### src/rtl/sseg_frame_scanner.sv
// Time-multiplexed 4-digit common-anode 7-segment driver with frame-aligned commit,
// anti-ghosting dead time, optional leading-zero blanking and a dash for non-decimal nibbles.
module sseg_frame_scanner #(
    parameter int REFRESH_DIV = 100000,
    parameter int GHOST_CYC   = 2,
    parameter int CNT_W       = 17
) (
    input  logic        clk,
    input  logic        rst,
    input  logic        load,
    input  logic [15:0] bcd_in,
    input  logic        blank_lz,
    output logic [3:0]  sseg_a_o,
    output logic [6:0]  sseg_c_o,
    output logic        pending,
    output logic        frame_done
);

    localparam logic [CNT_W-1:0] CNT_LAST  = CNT_W'(REFRESH_DIV - 1);
    localparam logic [CNT_W-1:0] CNT_GHOST = CNT_W'(GHOST_CYC);

    logic [CNT_W-1:0] cnt;
    logic [1:0]       idx;
    logic [15:0]      stage_q;
    logic [15:0]      disp_q;
    logic             wrap;
    logic [3:0]       nib;
    logic             blank;
    logic             zero_3, zero_32, zero_321;
    logic [3:0]       anode_next;
    logic [6:0]       cath_next;

    function automatic logic [6:0] seg_encode(input logic [3:0] n);
        logic [6:0] s;
        case (n)
            4'd0:    s = 7'b1000000;
            4'd1:    s = 7'b1111001;
            4'd2:    s = 7'b0100100;
            4'd3:    s = 7'b0110000;
            4'd4:    s = 7'b0011001;
            4'd5:    s = 7'b0010010;
            4'd6:    s = 7'b0000010;
            4'd7:    s = 7'b1111000;
            4'd8:    s = 7'b0000000;
            4'd9:    s = 7'b0010000;
            default: s = 7'b0111111;
        endcase
        return s;
    endfunction

    always_comb begin
        wrap       = (cnt == CNT_LAST);
        frame_done = wrap && (idx == 2'd3);
    end

    // A digit is a leading zero only if it and every more significant digit are zero.
    always_comb begin
        zero_3   = (disp_q[15:12] == 4'd0);
        zero_32  = zero_3 && (disp_q[11:8] == 4'd0);
        zero_321 = zero_32 && (disp_q[7:4] == 4'd0);
        nib      = disp_q[3:0];
        blank    = 1'b0;
        case (idx)
            2'd0: nib = disp_q[3:0];
            2'd1: begin
                nib   = disp_q[7:4];
                blank = blank_lz && zero_321;
            end
            2'd2: begin
                nib   = disp_q[11:8];
                blank = blank_lz && zero_32;
            end
            default: begin
                nib   = disp_q[15:12];
                blank = blank_lz && zero_3;
            end
        endcase
        cath_next  = blank ? 7'b1111111 : seg_encode(nib);
        anode_next = (cnt < CNT_GHOST) ? 4'b1111 : ~(4'b0001 << idx);
    end

    always_ff @(posedge clk) begin
        if (rst) begin
            cnt <= '0;
            idx <= 2'd0;
        end else if (wrap) begin
            cnt <= '0;
            idx <= idx + 2'd1;
        end else begin
            cnt <= cnt + CNT_W'(1);
        end
    end

    // Staged values only reach the display register at a frame boundary; a load landing
    // exactly on the boundary bypasses the staging register.
    always_ff @(posedge clk) begin
        if (rst) begin
            stage_q <= 16'h0000;
            disp_q  <= 16'h0000;
            pending <= 1'b0;
        end else if (frame_done) begin
            if (load) begin
                disp_q <= bcd_in;
            end else if (pending) begin
                disp_q <= stage_q;
            end
            pending <= 1'b0;
        end else if (load) begin
            stage_q <= bcd_in;
            pending <= 1'b1;
        end
    end

    always_ff @(posedge clk) begin
        if (rst) begin
            sseg_a_o <= 4'b1111;
            sseg_c_o <= 7'b1111111;
        end else begin
            sseg_a_o <= anode_next;
            sseg_c_o <= cath_next;
        end
    end

endmodule

### config.mk
export PLATFORM = sky130hd
export DESIGN_NAME = sseg_frame_scanner
export DESIGN_NICKNAME = d
export VERILOG_FILES = /design/src/rtl/sseg_frame_scanner.sv
export SDC_FILE = /design/constraint.sdc
export NUM_CORES = 1
export LEC_CHECK = 0
export ABC_CLOCK_PERIOD_IN_PS = 2630
export BUFFER_PORTS_ARGS = -buffer_cell sky130_fd_sc_hd__buf_2
export CAP_MARGIN = 20
export CORE_AREA = 2 2 78 80
export CTS_BUF_LIST = sky130_fd_sc_hd__clkbuf_8 sky130_fd_sc_hd__clkbuf_16
export CTS_CLUSTER_SIZE = 25
export DETAILED_ROUTE_END_ITERATION = 8
export DIE_AREA = 0 0 80 82
export PLACE_DENSITY_LB_ADDON = 0.08
export REMOVE_ABC_BUFFERS = 1
export SETUP_SLACK_MARGIN = 0.4
export SKIP_CTS_REPAIR_TIMING = 1
export SLEW_MARGIN = 10
export SYNTH_ARGS = -nofsm -noshare
export SYNTH_HDL_FRONTEND = slang
export SYNTH_SLANG_ARGS = --single-unit
### constraint.sdc
create_clock -name clk -period 2.63 [get_ports clk]
set_input_delay 0.1315 -clock clk [delete_from_list [all_inputs] [get_ports clk]]
set_output_delay 0.1315 -clock clk [all_outputs]
set_load 0.01 [all_outputs]
==> impl_results.rst <==
.. list-table::
   :header-rows: 1

   * - Metric
     - Value
   * - Clock Tree Root
     - sky130_fd_sc_hd__clkbuf_8
   * - Clock tree from TritonCTS
     - yes
   * - Net total in the final layout
     - 398
   * - DP Wirelength
     - 4400 um
   * - Starting utilization of the core area
     - 53.2%
   * - Synth unique cells
     - 47
   * - Crit path max-delay cell type
     - sky130_fd_sc_hd__nor4_2
   * - Avg Vias per Cell
     - 5.44
   * - Overall die width
     - 80 um
   * - Largest net degree at the start of global routing
     - 55
   * - Clock Sink Count
     - 63
   * - Leading cell type in the layout, fill and taps excluded
     - sky130_fd_sc_hd__nand2_1
   * - Main flop type after synthesis
     - sky130_fd_sc_hd__dfxtp_1
   * - Detailed-route wire length per cell
     - 14.0 um
   * - Leading cell types in the layout, fill and taps excluded
     - sky130_fd_sc_hd__nand2_1 (72), sky130_fd_sc_hd__dfxtp_1 (61), sky130_fd_sc_hd__buf_2 (32)
   * - Total wirelength of the detailed-routed design
     - 6270 um
   * - Largest stage delay on the critical path
     - 380 ps
   * - Crit path max-delay family
     - simple AND/OR/NAND/NOR gates
   * - Buf/Inv on CP
     - 2
   * - Total number of vias
     - 2441
   * - Post-Synth Adder-Cell Area
     - 3.69%
   * - Syn Area/Cell
     - 9.01 um2
   * - Type of origin of the critical path
     - register
   * - Proportion of synthesized area in mux cells
     - 17.1%
   * - Result of the run
     - finished, final reports clean
   * - Post-synthesis register bit count
     - 63
   * - Minimum setup slack in the final design
     - 601 ps
   * - Global placement routability congestion
     - 0.824
   * - Warning count from the yosys run
     - 0
   * - Post-synthesis cell type with the largest combined area
     - sky130_fd_sc_hd__dfxtp_1
   * - Max Clk Rate
     - 0.493 GHz
   * - Crit-path cells
     - nor4_2, nand3_1, buf_4, nor4_2, buf_2
   * - Simple-gate share of the synthesized area
     - 22.4%
   * - Layout-stage area growth over the synthesis result
     - 14.7%
   * - Fraction of synthesized cell area taken by the top area cell type
     - 41.3%
   * - Arrival time of the worst setup path
     - 1900 ps
   * - Clock latency on the worst-skew pair
     - 340 ps
   * - Maximum buffer depth of the clock tree
     - 2
   * - Share of the synthesized area in compound gates (AO/OA/AOI/OAI)
     - 6.96%
   * - WHS
     - 37.0 ps
   * - Iteration count of the initial detailed-routing pass
     - 4
   * - Remaining routing DRC violations
     - 0
   * - Final clock period utilization by the worst path
     - 77.2%
   * - Maxcap violations
     - 0
   * - First DRT Iteration DRCs
     - 82
   * - Leading cell types by total area after synthesis
     - sky130_fd_sc_hd__dfxtp_1 (41%), sky130_fd_sc_hd__mux2i_1 (10%), sky130_fd_sc_hd__nand2_1 (8.8%)
   * - Pin slew with the least headroom to its limit
     - 509 ps
   * - Xor-xnor portion of the synthesized cell area
     - 3.73%
   * - Hold Path Class
     - primary input to register
   * - Die boundary height
     - 82 um
   * - Fraction of synthesis flops using an asynchronous set or reset pin
     - 0%
   * - Final Hold Viols
     - 0
   * - Worst slack after detailed placement
     - 475 ps
   * - Buffers on Ports
     - 32
   * - Clock transition time at the flip-flop clock pins of the worst setup and hold paths
     - 70 ps
   * - Peak fanout along the critical path
     - 5
   * - Post-synthesis instance area
     - 3060 um2
   * - Number of fill cells
     - 524
   * - Antenna viol nets, final
     - 0
   * - Worst setup path category
     - register to primary output
   * - Unrepaired setup endpoints after global routing
     - no
   * - Std-Cell Core Area
     - 5750 um2
   * - Number of buffers added by the clock tree synthesis step
     - 9
   * - Final-report max-slew violation count
     - 0
   * - Count of final setup violators
     - 0
   * - I/O Pins
     - 33
   * - Final total power
     - 2080 uW
   * - Setup Skew
     - 8.85 ps
   * - Static Leak
     - 0.00139 uW
   * - Most used cell, CP
     - sky130_fd_sc_hd__nor4_2
   * - Overflow left after global routing
     - 0
   * - Wire length of the first global-routing pass
     - 10500 um
   * - Nature of the critical path endpoint
     - primary output
   * - Initial antenna violation count
     - 0
   * - Crit path time final
     - 2030 ps
   * - Slew headroom
     - 66.1%
   * - Share of cells above drive strength 1
     - 21.7%
   * - Dominant combinational cell family by area after synthesis
     - simple AND/OR/NAND/NOR gates
   * - Vias in the first global route
     - 2224
   * - Sequential-to-total area share from yosys stat
     - 41.3%
   * - Row count
     - 28
   * - Total negative setup slack
     - 0 ps
   * - Overall die area
     - 6560 um2
   * - Required time of the critical path
     - 2500 ps
   * - Diode count
     - 0
   * - Number of H-tree levels
     - 3
   * - Power per standard cell area
     - 593 nW/um2
   * - EDFF count, synth
     - 0
   * - Number of cells produced by synthesis
     - 339
   * - Largest voltage drop on the vdd net
     - 0.327 mV
   * - Overall global routing resource usage
     - 20.6%
synth_stat cells, types with 3 or more instances:
library cell               number
sky130_fd_sc_hd__ha_1           9
sky130_fd_sc_hd__nand4_1       11
sky130_fd_sc_hd__a222oi_1       4
sky130_fd_sc_hd__nand3_1       10
sky130_fd_sc_hd__a21oi_1        7
sky130_fd_sc_hd__nor4_1         8
sky130_fd_sc_hd__buf_2          4
sky130_fd_sc_hd__mux2i_1       32
sky130_fd_sc_hd__nand2_1       72
sky130_fd_sc_hd__o21ai_0        6
sky130_fd_sc_hd__and3_1         3
sky130_fd_sc_hd__dfxtp_1       63
sky130_fd_sc_hd__clkbuf_1       9
sky130_fd_sc_hd__xor2_1         6
sky130_fd_sc_hd__o31ai_1        4
sky130_fd_sc_hd__inv_1          9
sky130_fd_sc_hd__nor2_1        17
sky130_fd_sc_hd__mux2_2        18
sky130_fd_sc_hd__nor3_1         7
sky130_fd_sc_hd__or4_1          5
sky130_fd_sc_hd__xnor2_1        7
power by group:
group	switching [uW]	internal, uW
clock network	365	577
registers	14.2	981
logic	76.9	65.4
total	456	1620
worst reg2reg max path: cells and delay by family (launching register included):
kind / cells / cell delay, ps
buffers and inverters: 2 / 190
AO/OA/AOI/OAI: 2 / 530
AND/OR/NAND/NOR: 1 / 160
multiplexers: 1 / 210
adder cells (fa/ha/maj): 2 / 440
flip-flops: 1 / 370
cells by family (layout without fill, tap and decap cells):
kind of cell	count (synthesis)	in the layout
AO/OA/AOI/OAI	31	31
multiplexers	50	50
adder cells (fa/ha/maj)	9	9
flip-flops	63	63
AND/OR/NAND/NOR	143	143
buffers and inverters	30	65
XOR/XNOR	13	13
registers in the layout (all words and copies together), names as in the netlist:
name      count
sseg_c_o      7
stage_q      16
disp_q       16
idx           2
sseg_a_o      4
cnt          17
pending       1
area by class of cell:
type / instances / area (um2) / area share (%)
Multi-Input combinational cell: 246 / 1670 / 47.5
Sequential cell: 63 / 1260 / 36.0
Timing Repair Buffer: 38 / 218 / 6.21
Clock buffer: 11 / 151 / 4.32
Tap cell: 75 / 93.8 / 2.68
Clock inverter: 5 / 72.6 / 2.07
Inverter: 11 / 41.3 / 1.18
worst paths after layout:
kind	start	to	slack [ps]	cells past startpoint
worst max-delay path	cnt[12]$_SDFF_PP0_	frame_done	600	5
worst min-delay path	bcd_in[15]	stage_q[15]$_SDFFE_PP0P_	40	3
worst max register to register	idx[1]$_SDFFE_PP0P_	sseg_c_o[4]$_SDFF_PP1_	610	8
worst min register to register	stage_q[15]$_SDFFE_PP0P_	stage_q[15]$_SDFFE_PP0P_	460	2
metal layers:
| metal | track usage, % | share of wire (%) |
|---|---|---|
| met1 | 28.2 | 51 |
| met2 | 30.7 | 43 |
| met3 | 5.05 | 3.5 |
| met4 | 9.15 | 1.9 |
| met5 | 0 | 0 |
metrics by stage:
step                      cell area (um2)  utilization, %  cells
after detailed placement             3260            56.7    433
after global placement               3260            56.7    433
after floorplan                      2950               -    320
after CTS                            3480            60.6    449
final                                3510            61.0    449
after global routing                 3510            61.0    449
Power figures use the tool's default switching activity.
